## config.mk

```make
export PLATFORM = sky130hd
export DESIGN_NAME = tag_lookup_ctrl
export DESIGN_NICKNAME = d
export VERILOG_FILES = /design/src/rtl/tag_lookup_ctrl_pkg.sv /design/src/rtl/tag_comparator.sv /design/src/rtl/tag_lookup_ctrl.sv
export SDC_FILE = /design/constraint.sdc
export NUM_CORES = 1
export LEC_CHECK = 0
export CAP_MARGIN = 0
export CORE_MARGIN = 1
export CORE_UTILIZATION = 45
export CTS_BUF_LIST = sky130_fd_sc_hd__clkbuf_8
export DETAILED_ROUTE_END_ITERATION = 7
export PLACE_DENSITY = 0.67
export SLEW_MARGIN = 20
export SYNTH_ARGS = -nofsm -noshare
export SYNTH_HDL_FRONTEND = slang
export SYNTH_SLANG_ARGS = --single-unit
```

## constraint.sdc

```tcl
create_clock -name clk -period 2.7 [get_ports clk]
set_clock_uncertainty 0.1 [all_clocks]
set_input_delay 0.54 -clock clk [delete_from_list [all_inputs] [get_ports clk]]
set_output_delay 0.54 -clock clk [all_outputs]
set_load 0.1 [all_outputs]
```

## src/rtl/tag_lookup_ctrl_pkg.sv

```systemverilog
// Shared cache definitions: lookup FSM encodings and default geometry.
// The cache top and the fill controller import these as well.
package tag_lookup_ctrl_pkg;

  localparam int unsigned DEF_WAYS  = 4;
  localparam int unsigned DEF_SETS  = 16;
  localparam int unsigned DEF_TAG_W = 8;

  typedef enum logic [1:0] {
    ST_IDLE = 2'd0,
    ST_RD   = 2'd1,
    ST_CMP  = 2'd2,
    ST_RESP = 2'd3
  } lookup_state_e;

endpackage

```

## src/rtl/tag_comparator.sv

```systemverilog
// Single TAG_W-bit equality comparator, shared by every way of a lookup.
module tag_comparator #(
  parameter int unsigned W = 8
) (
  input  logic [W-1:0] a,
  input  logic [W-1:0] b,
  output logic         eq
);

  // Pure combinational equality
  assign eq = (a == b);

endmodule

```

## src/rtl/tag_lookup_ctrl.sv

```systemverilog
// Tag lookup sequencer: walks the ways of one set through a 1-cycle tag
// store read port, reports hit/way or miss/victim (first invalid way,
// otherwise the set's round-robin pointer).
module tag_lookup_ctrl
  import tag_lookup_ctrl_pkg::*;
#(
  parameter  int unsigned WAYS  = DEF_WAYS,
  parameter  int unsigned SETS  = DEF_SETS,
  parameter  int unsigned TAG_W = DEF_TAG_W,
  localparam int unsigned WAY_W = $clog2(WAYS),
  localparam int unsigned IDX_W = $clog2(SETS)
) (
  input  logic             clk,
  input  logic             rst,
  input  logic             req_valid,
  output logic             req_ready,
  input  logic [IDX_W-1:0] req_index,
  input  logic [TAG_W-1:0] req_tag,
  output logic             tag_rd_en,
  output logic [IDX_W-1:0] tag_rd_index,
  output logic [WAY_W-1:0] tag_rd_way,
  input  logic [TAG_W-1:0] tag_rd_tag,
  input  logic             tag_rd_vld,
  output logic             resp_valid,
  input  logic             resp_ready,
  output logic             resp_hit,
  output logic [WAY_W-1:0] resp_way
);

  localparam logic [WAY_W-1:0] LAST_WAY = WAY_W'(WAYS - 1);

  lookup_state_e    r_state, w_state_n;
  logic [IDX_W-1:0] r_idx, w_idx_n;
  logic [TAG_W-1:0] r_tag, w_tag_n;
  logic [WAY_W-1:0] r_way, w_way_n;
  logic             r_inv_found, w_inv_found_n;
  logic [WAY_W-1:0] r_inv_way, w_inv_way_n;
  logic             r_rd_en, w_rd_en_n;
  logic [IDX_W-1:0] r_rd_index, w_rd_index_n;
  logic [WAY_W-1:0] r_rd_way, w_rd_way_n;
  logic             r_resp_valid, w_resp_valid_n;
  logic             r_resp_hit, w_resp_hit_n;
  logic [WAY_W-1:0] r_resp_way, w_resp_way_n;
  logic [WAY_W-1:0] r_rr_ptr [SETS];
  logic             w_rr_inc;
  logic             w_eq;
  logic             w_match;

  tag_comparator #(.W(TAG_W)) u_cmp (
    .a  (tag_rd_tag),
    .b  (r_tag),
    .eq (w_eq)
  );

  assign w_match      = tag_rd_vld & w_eq;
  assign req_ready    = (r_state == ST_IDLE);
  assign tag_rd_en    = r_rd_en;
  assign tag_rd_index = r_rd_index;
  assign tag_rd_way   = r_rd_way;
  assign resp_valid   = r_resp_valid;
  assign resp_hit     = r_resp_hit;
  assign resp_way     = r_resp_way;

  // State, datapath and registered-output update
  always_ff @(posedge clk) begin
    if (rst) begin
      r_state      <= ST_IDLE;
      r_idx        <= '0;
      r_tag        <= '0;
      r_way        <= '0;
      r_inv_found  <= 1'b0;
      r_inv_way    <= '0;
      r_rd_en      <= 1'b0;
      r_rd_index   <= '0;
      r_rd_way     <= '0;
      r_resp_valid <= 1'b0;
      r_resp_hit   <= 1'b0;
      r_resp_way   <= '0;
    end else begin
      r_state      <= w_state_n;
      r_idx        <= w_idx_n;
      r_tag        <= w_tag_n;
      r_way        <= w_way_n;
      r_inv_found  <= w_inv_found_n;
      r_inv_way    <= w_inv_way_n;
      r_rd_en      <= w_rd_en_n;
      r_rd_index   <= w_rd_index_n;
      r_rd_way     <= w_rd_way_n;
      r_resp_valid <= w_resp_valid_n;
      r_resp_hit   <= w_resp_hit_n;
      r_resp_way   <= w_resp_way_n;
    end
  end

  // Per-set round-robin victim pointers, advanced only by misses with no invalid way
  always_ff @(posedge clk) begin
    if (rst) begin
      for (int s = 0; s < SETS; s++) begin
        r_rr_ptr[s] <= '0;
      end
    end else if (w_rr_inc) begin
      r_rr_ptr[r_idx] <= WAY_W'(r_rr_ptr[r_idx] + 1'b1);
    end
  end

  // Next-state and next-output decode
  always_comb begin
    w_state_n      = r_state;
    w_idx_n        = r_idx;
    w_tag_n        = r_tag;
    w_way_n        = r_way;
    w_inv_found_n  = r_inv_found;
    w_inv_way_n    = r_inv_way;
    w_rd_en_n      = 1'b0;
    w_rd_index_n   = r_rd_index;
    w_rd_way_n     = r_rd_way;
    w_resp_valid_n = r_resp_valid;
    w_resp_hit_n   = r_resp_hit;
    w_resp_way_n   = r_resp_way;
    w_rr_inc       = 1'b0;

    unique case (r_state)
      ST_IDLE: begin
        if (req_valid) begin
          w_idx_n       = req_index;
          w_tag_n       = req_tag;
          w_way_n       = '0;
          w_inv_found_n = 1'b0;
          w_rd_en_n     = 1'b1;
          w_rd_index_n  = req_index;
          w_rd_way_n    = '0;
          w_state_n     = ST_RD;
        end
      end

      ST_RD: begin
        w_state_n = ST_CMP;
      end

      ST_CMP: begin
        if (w_match) begin
          w_resp_hit_n   = 1'b1;
          w_resp_way_n   = r_way;
          w_resp_valid_n = 1'b1;
          w_state_n      = ST_RESP;
        end else begin
          if (!tag_rd_vld && !r_inv_found) begin
            w_inv_found_n = 1'b1;
            w_inv_way_n   = r_way;
          end
          if (r_way == LAST_WAY) begin
            // Victim: earliest invalid way (possibly this one), else round-robin
            w_resp_hit_n   = 1'b0;
            w_resp_valid_n = 1'b1;
            w_state_n      = ST_RESP;
            if (r_inv_found) begin
              w_resp_way_n = r_inv_way;
            end else if (!tag_rd_vld) begin
              w_resp_way_n = r_way;
            end else begin
              w_resp_way_n = r_rr_ptr[r_idx];
            end
          end else begin
            w_way_n    = WAY_W'(r_way + 1'b1);
            w_rd_en_n  = 1'b1;
            w_rd_way_n = WAY_W'(r_way + 1'b1);
            w_state_n  = ST_RD;
          end
        end
      end

      ST_RESP: begin
        if (resp_ready) begin
          w_resp_valid_n = 1'b0;
          w_state_n      = ST_IDLE;
          w_rr_inc       = !r_resp_hit && !r_inv_found;
        end
      end

      default: begin
        w_state_n = ST_IDLE;
      end
    endcase
  end

endmodule

```

## Word level (Yosys, flattened, before mapping)

Memories as Yosys holds them, arrays and structs flattened. A register that Yosys moved wholly into a read port is not among the register bits.
Index checks and enable logic that the tools add are counted.

- Word-level logic and storage cells: 82
- Output and inout bits: 12
- Bits in registers: 24
- Memory bits (writable): 32
- Memories kept: 1
- Bits of input ports: 25

- Reduce and logical (&&, ||, !) cells: 17
- Add/subtract/negate cells: 2
- Bitwise gates (word level): 2
- Equality and inequality tests: 11
- Multiplexer cells: 39

Memories:

| name | words | bits a word | rd ports | clocked after Yosys merged registers in | write ports | line | RTL |
|---|---|---|---|---|---|---|---|
| r_rr_ptr | 16 | 2 | 1 | 1 | 16 | tag_lookup_ctrl.sv:44 | `logic [WAY_W-1:0] r_rr_ptr [SETS];` |

Operator list:

| cell | number |
|---|---|
| $mux W2 | 12 |
| $mux W1 | 19 |
| $mux W4 | 3 |
| $ne A2 B2 Y1 const B | 5 |
| $eq A8 B8 Y1 | 1 |
| $pmux W2 S4 | 1 |
| $reduce_and A4 Y1 | 2 |
| $eq A2 B2 Y1 const B | 3 |
| $pmux W1 S2 | 3 |
| $reduce_and A2 Y1 | 3 |
| $reduce_and A3 Y1 | 2 |
| $reduce_bool A2 Y1 | 3 |
| $add A2 B1 Y2 const B | 2 |
| $pmux W2 S2 | 1 |
| $logic_not A1 Y1 | 3 |
| $ne A3 B3 Y1 const B | 1 |
| $eq A2 B1 Y1 const B | 1 |
| $logic_and A1 B1 Y1 | 2 |
| $logic_not A2 Y1 | 1 |
| $reduce_or A2 Y1 | 1 |
| $and A1 B1 Y1 | 1 |
| $not A1 Y1 | 1 |

## Longest topological paths before layout

Gate-level depths: netlist of run 1.

- Depth in word-level cells: 9
- Depth in mapped cells: 7
- Depth with buffers taken out: 5

## Modules after synthesis

From an unflattened synthesis of run 1, not the netlist that was laid out.

- Cell total of the unflattened synthesis: 275
- Area, all modules: 2,824.0 um^2

By module, submodules not included:

| module | times used | area an instance (um^2) | seq. area each (um^2) | cells an instance |
|---|---|---|---|---|
| tag_lookup_ctrl | 1 | 2,737.6 | 1,521.5 | 264 |
| tag_comparator | 1 | 86.3 | 0.0 | 11 |

## Worst setup path after synthesis of run 1

Ideal clock, no wire load.

- Path type: reg2out
- From: reg r_state[1]
- To: out req_ready
- Buffers on the path: 0
- Arrival: 1,618 ps
- Required time: 2,060 ps
- Path slack: 442 ps
- Cell stages (with the launch flop): 2
- Cell sequence: dfxtp_1 nor2_1

- Word-level cells in the longest chain between the ends: 1

RTL lines:

| what | line | RTL |
|---|---|---|
| from (decl) | tag_lookup_ctrl.sv:32 | `lookup_state_e r_state, w_state_n;` |
| from (signal assigned) | tag_lookup_ctrl.sv:80 | `r_state <= w_state_n;` |
| $logic_not A2 Y1 | tag_lookup_ctrl.sv:56 | `assign req_ready = (r_state == ST_IDLE);` |
| to (decl) | tag_lookup_ctrl.sv:16 | `output logic req_ready,` |

Every way passes these cells.

==> results.env, run 1 <==
AREA_INSIDE_THE_CORE_BOUNDARY_MM2=0.00592
TRACK_USAGE_PCT=20.0
SYNTH-XOR-AREA-SHARE_PCT=3.52
HP-START='r_tag[2]$_SDFFE_PP0P_'
POWER_PER_CELL_AREA_mW_PER_MM2=617
FILLER_CELL_COUNT=517
DIE_AREA_MM2=0.00647
P_LEAK_nW=1.25
GR-MAX-USAGE-LAYER='met2'
WORSTREGTOREGCELLS=6
CLOCK_LATENCY_NS=0.33
SYNTHSIMPLEGATEAREAFRAC_PCT=22.8
POST_CTS.RESIZED_INSTANCES=0
SYNTH_AREA_MM2=0.00277
SYNTH_TOP_FLOP_CELL='sky130_fd_sc_hd__edfxtp_1'
CLKSINKCOUNT=60
NUMPORTBUFFERS=36
SYNTH_CELL_TYPE_COUNT=36
POST_SYNTHESIS_INSTANCE_TOTAL=262
DPL-INSTANCE-AREA_MM2=0.00319
WIRE_LENGTH_OF_THE_FIRST_GLOBAL_ROUTING_PASS_MM=9.38
M1_GR_USAGE_PCT=24.2
WIRELENGTH_MM=5.82
N_DIODES=0
SYNTH_WARNINGS=0
FIRST_PASS_ITERS=4
SYN-MEAN-INSTANCE-AREA_UM2=10.6
MUXSHAREOFSYNTHAREA_PCT=7.90
TRITONCTS.NUM_BUFFERS=9
VIA_PER_INST=5.32
TIMING.RR.END='r_rr_ptr[13][1]$_SDFFCE_PN0P_'
NUMBER_OF_SYNTHESIZED_FLOPS_WITH_AN_ENABLE_PIN=32
SYNTH.FF_LATCH_COUNT=60
CTS_TREE='done'
MIN_PATH_CELLS=2
LAYOUT_NETS=331
CRIT_ARRIVAL_NS=2.43
GRT_MAX_DEGREE=42
ROUTE.DETAILED.WL_PER_INST_UM=15.1
IO_PINS=37
CLOCKROOTBUFFER='sky130_fd_sc_hd__clkbuf_8'
STARTPOINT_TYPE='flip-flop'
TOTAL_NUMBER_OF_PLACEMENT_ROWS=28
HOLDBUFCOUNTCTS=0
REGTOREGSETUPSLACK_NS=0.26
GLOBAL_ROUTE.USAGE.MET2_PCT=33.5
CRITICAL_PATH_PEAK_FANOUT=8
NUMBER_OF_BUFFERS_ON_THE_LONGEST_CLOCK_PATH=2
SYNTH_COMPOUND_AREA_SHARE_PCT=7.99
CRITICALPATHCATEGORY='flip-flop to flip-flop'
POSTSYNTHNETCOUNT=288
GLOBALPLACE.CONGESTION=0.859
INITIAL_CORE_UTIL_PCT=46.8
RSZ0062_AT_GRT='no'
FINALHOLDVIOLATIONS=0
LAYOUT.CELL_AREA.NON_FILLER_MM2=0.00338
FINAL_LAYOUT_SIZE_SUFFIX_GT1_SHARE_PCT=13.2
GRT_REMAINING_OVERFLOW=0
SETUP.WORST_PATH.END_CLASS='flip-flop'
DRT_DRC_VIOLATIONS_LEFT=0
AREA_GROWTH_PCT=22.0
POST_CTS.REPAIR.SETUP_BUFFERS=0
FINAL.MIN_CLOCK_PERIOD_NS=2.44
CHIPWIDTH_UM=80.5
REPORT.FINAL.SLEW_VIOL_COUNT=0
H-TREE-DEPTH=3
WORST_IR_DROP_VDD_mV=0.342
DIE_Y_UM=80.5
NUMPLACEDINSTANCES=369
MAXSLEWHEADROOM_PCT=58.6
MAX_CAP_VIOLATIONS=0
SETUP_VIOL_COUNT_FINAL=0
SYNTH_FA_HA_AREA_SHARE_PCT=0.452
WORST_HOLD_PATH_TYPE='flip-flop to flip-flop'
GRT_ANTENNA_BEFORE_REPAIR=0
DR.FIRST_ITER.DRC_COUNT=109
WORST_HOLD_PATH.ENDPOINT='r_tag[2]$_SDFFE_PP0P_'
SYNTH_ASYNC_SR_FLOP_SHARE_PCT=0
LAYOUT_WORST_PATH_CYCLE_SHARE_PCT=90.5
SYNTH_TOP_FAMILY_BY_AREA='simple AND/OR/NAND/NOR gates'
CLK_TRANSITION_REPORTED_PATHS_NS=0.07
DRTANTENNAVIOLNETS=0
ROUTE.VIAS.TOTAL=2050
FMAXACHIEVABLE_MHz=409
RUN_STATUS='finished, final reports clean'
FINAL_CELLS=385
YS_SEQ_AREA_SHARE_PCT=54.9
FIRST_GLOBAL_VIAS=2012
WORSTMARGINPINSLEW_NS=0.621
USE_MET3_PCT=3.86
CRIT_REQUIRED_NS=2.68
PLACE.DETAILED.HPWL_MM=4.07
-- cells by family after synthesis --
family,after synthesis
AO/OA/AOI/OAI,35
XOR/XNOR,9
adder cells (fa/ha/maj),1
buffers and inverters,14
flip-flops,60
multiplexers,10
AND/OR/NAND/NOR,133
-- through the flow --
step | utilization, % | power [mW] | worst slack (ns) | hold WS (ns) | TNS (ns)
6_report | 57.1 | 2.08 | 0.256 | 0.370 | 0
5_1_grt | 57.1 | 2.17 | 0.0632 | 0.393 | 0
4_1_cts | 57.1 | 2.10 | 0.247 | 0.373 | 0
3_5_place_dp | 54.0 | 1.35 | -0.0534 | 0.363 | -0.171
3_3_place_gp | 54.0 | 1.34 | 0.0322 | 0.356 | 0
2_1_floorplan | - | 1.24 | 0.442 | 0.349 | 0
-- cell usage in the layout, fill, tap and decap left out, types with 3 or more instances in the layout --
cell | Yosys | routed
sky130_fd_sc_hd__xnor2_1 | 8 | 8
sky130_fd_sc_hd__clkdlybuf4s50_1 | 0 | 24
sky130_fd_sc_hd__nand2_1 | 41 | 41
sky130_fd_sc_hd__clkbuf_8 | 0 | 9
sky130_fd_sc_hd__inv_1 | 2 | 4
sky130_fd_sc_hd__edfxtp_1 | 32 | 32
sky130_fd_sc_hd__nor2b_1 | 8 | 8
sky130_fd_sc_hd__dfxtp_1 | 28 | 28
sky130_fd_sc_hd__nand3_1 | 8 | 8
sky130_fd_sc_hd__nand4_1 | 3 | 3
sky130_fd_sc_hd__mux4_2 | 3 | 3
sky130_fd_sc_hd__o31ai_1 | 3 | 3
sky130_fd_sc_hd__mux4_1 | 5 | 5
sky130_fd_sc_hd__nand2b_1 | 19 | 19
sky130_fd_sc_hd__buf_4 | 0 | 20
sky130_fd_sc_hd__clkinv_2 | 0 | 3
sky130_fd_sc_hd__a21oi_1 | 19 | 19
sky130_fd_sc_hd__nor2_1 | 42 | 42
-- cell usage after synthesis, types with 3 or more instances --
| cell | number | share of area (%) |
|---|---|---|
| sky130_fd_sc_hd__a21oi_1 | 19 | 3.4 |
| sky130_fd_sc_hd__clkbuf_1 | 10 | 1.4 |
| sky130_fd_sc_hd__dfxtp_1 | 28 | 20 |
| sky130_fd_sc_hd__edfxtp_1 | 32 | 35 |
| sky130_fd_sc_hd__mux4_1 | 5 | 4.7 |
| sky130_fd_sc_hd__mux4_2 | 3 | 2.4 |
| sky130_fd_sc_hd__nand2_1 | 41 | 5.6 |
| sky130_fd_sc_hd__nand2b_1 | 19 | 4.3 |
| sky130_fd_sc_hd__nand3_1 | 8 | 1.4 |
| sky130_fd_sc_hd__nand4_1 | 3 | 0.68 |
| sky130_fd_sc_hd__nor2_1 | 42 | 5.7 |
| sky130_fd_sc_hd__nor2b_1 | 8 | 1.8 |
| sky130_fd_sc_hd__o31ai_1 | 3 | 0.81 |
| sky130_fd_sc_hd__xnor2_1 | 8 | 2.5 |
-- worst max-delay path by stage --
stage,end,slack (ns),cells past startpoint
2_1_floorplan,req_ready,0.44,1
3_3_place_gp,r_rr_ptr[12][0]$_SDFFCE_PN0P_,0.03,6
3_5_place_dp,r_rr_ptr[12][0]$_SDFFCE_PN0P_,-0.05,6
4_1_cts,r_rr_ptr[13][1]$_SDFFCE_PN0P_,0.25,7
5_1_grt,r_rr_ptr[8][1]$_SDFFCE_PN0P_,0.06,6
6_report,r_rr_ptr[13][1]$_SDFFCE_PN0P_,0.26,6
-- critical path: stages, from the launching register on --
cell	delay, ns
sky130_fd_sc_hd__dfxtp_1	0.60
sky130_fd_sc_hd__mux4_2	0.58
sky130_fd_sc_hd__a22oi_1	0.21
sky130_fd_sc_hd__nand3_1	0.25
sky130_fd_sc_hd__xnor2_4	0.21
sky130_fd_sc_hd__buf_4	0.19
sky130_fd_sc_hd__nor2_1	0.06
-- area by class of cell --
type	instances	area, µm²	area share (%)
inverter	2	7.51	0.222
tap	75	93.8	2.78
sequential	60	1520	45.0
multi-input combinational	188	1180	35.0
clock inverter	7	60.1	1.78
clock buffer	9	124	3.67
timing repair buffer	44	390	11.6
-- power by group --
part,leakage [nW],internal [mW],switching (mW)
combinational,0.585,0.125,0.175
sequential,0.559,0.993,0.0317
clock,0.101,0.414,0.344
-- flip-flops by register name, indices dropped and copies added (netlist names), named ones only --
register / flops
tag_rd_way: 2
r_rr_ptr: 32
resp_valid: 1
tag_rd_en: 1
resp_way: 2
r_state: 2
r_inv_found: 1
resp_hit: 1
tag_rd_index: 4
r_inv_way: 2
r_tag: 8
-- metal layers --
metal,vias to the layer above,part of all wire (%)
met4,0,2.1
met5,-,0
met3,12,3.9
li1,1017,-
met1,978,44
met2,43,50
Note: power is estimated with default switching activity, not from simulation.
==> run 2, diff against run 1 <==
--- a/config.mk
+++ b/config.mk
@@ -9,7 +9,9 @@
 export CORE_MARGIN = 1
 export CORE_UTILIZATION = 45
 export CTS_BUF_LIST = sky130_fd_sc_hd__clkbuf_8
+export CTS_CLUSTER_SIZE = 14
 export DETAILED_ROUTE_END_ITERATION = 7
+export HOLD_SLACK_MARGIN = 0.03
 export PLACE_DENSITY = 0.67
 export SLEW_MARGIN = 20
 export SYNTH_ARGS = -nofsm -noshare
==> results of run 2 <==
Final layout, timing and power as in run 1 (identical DEF).
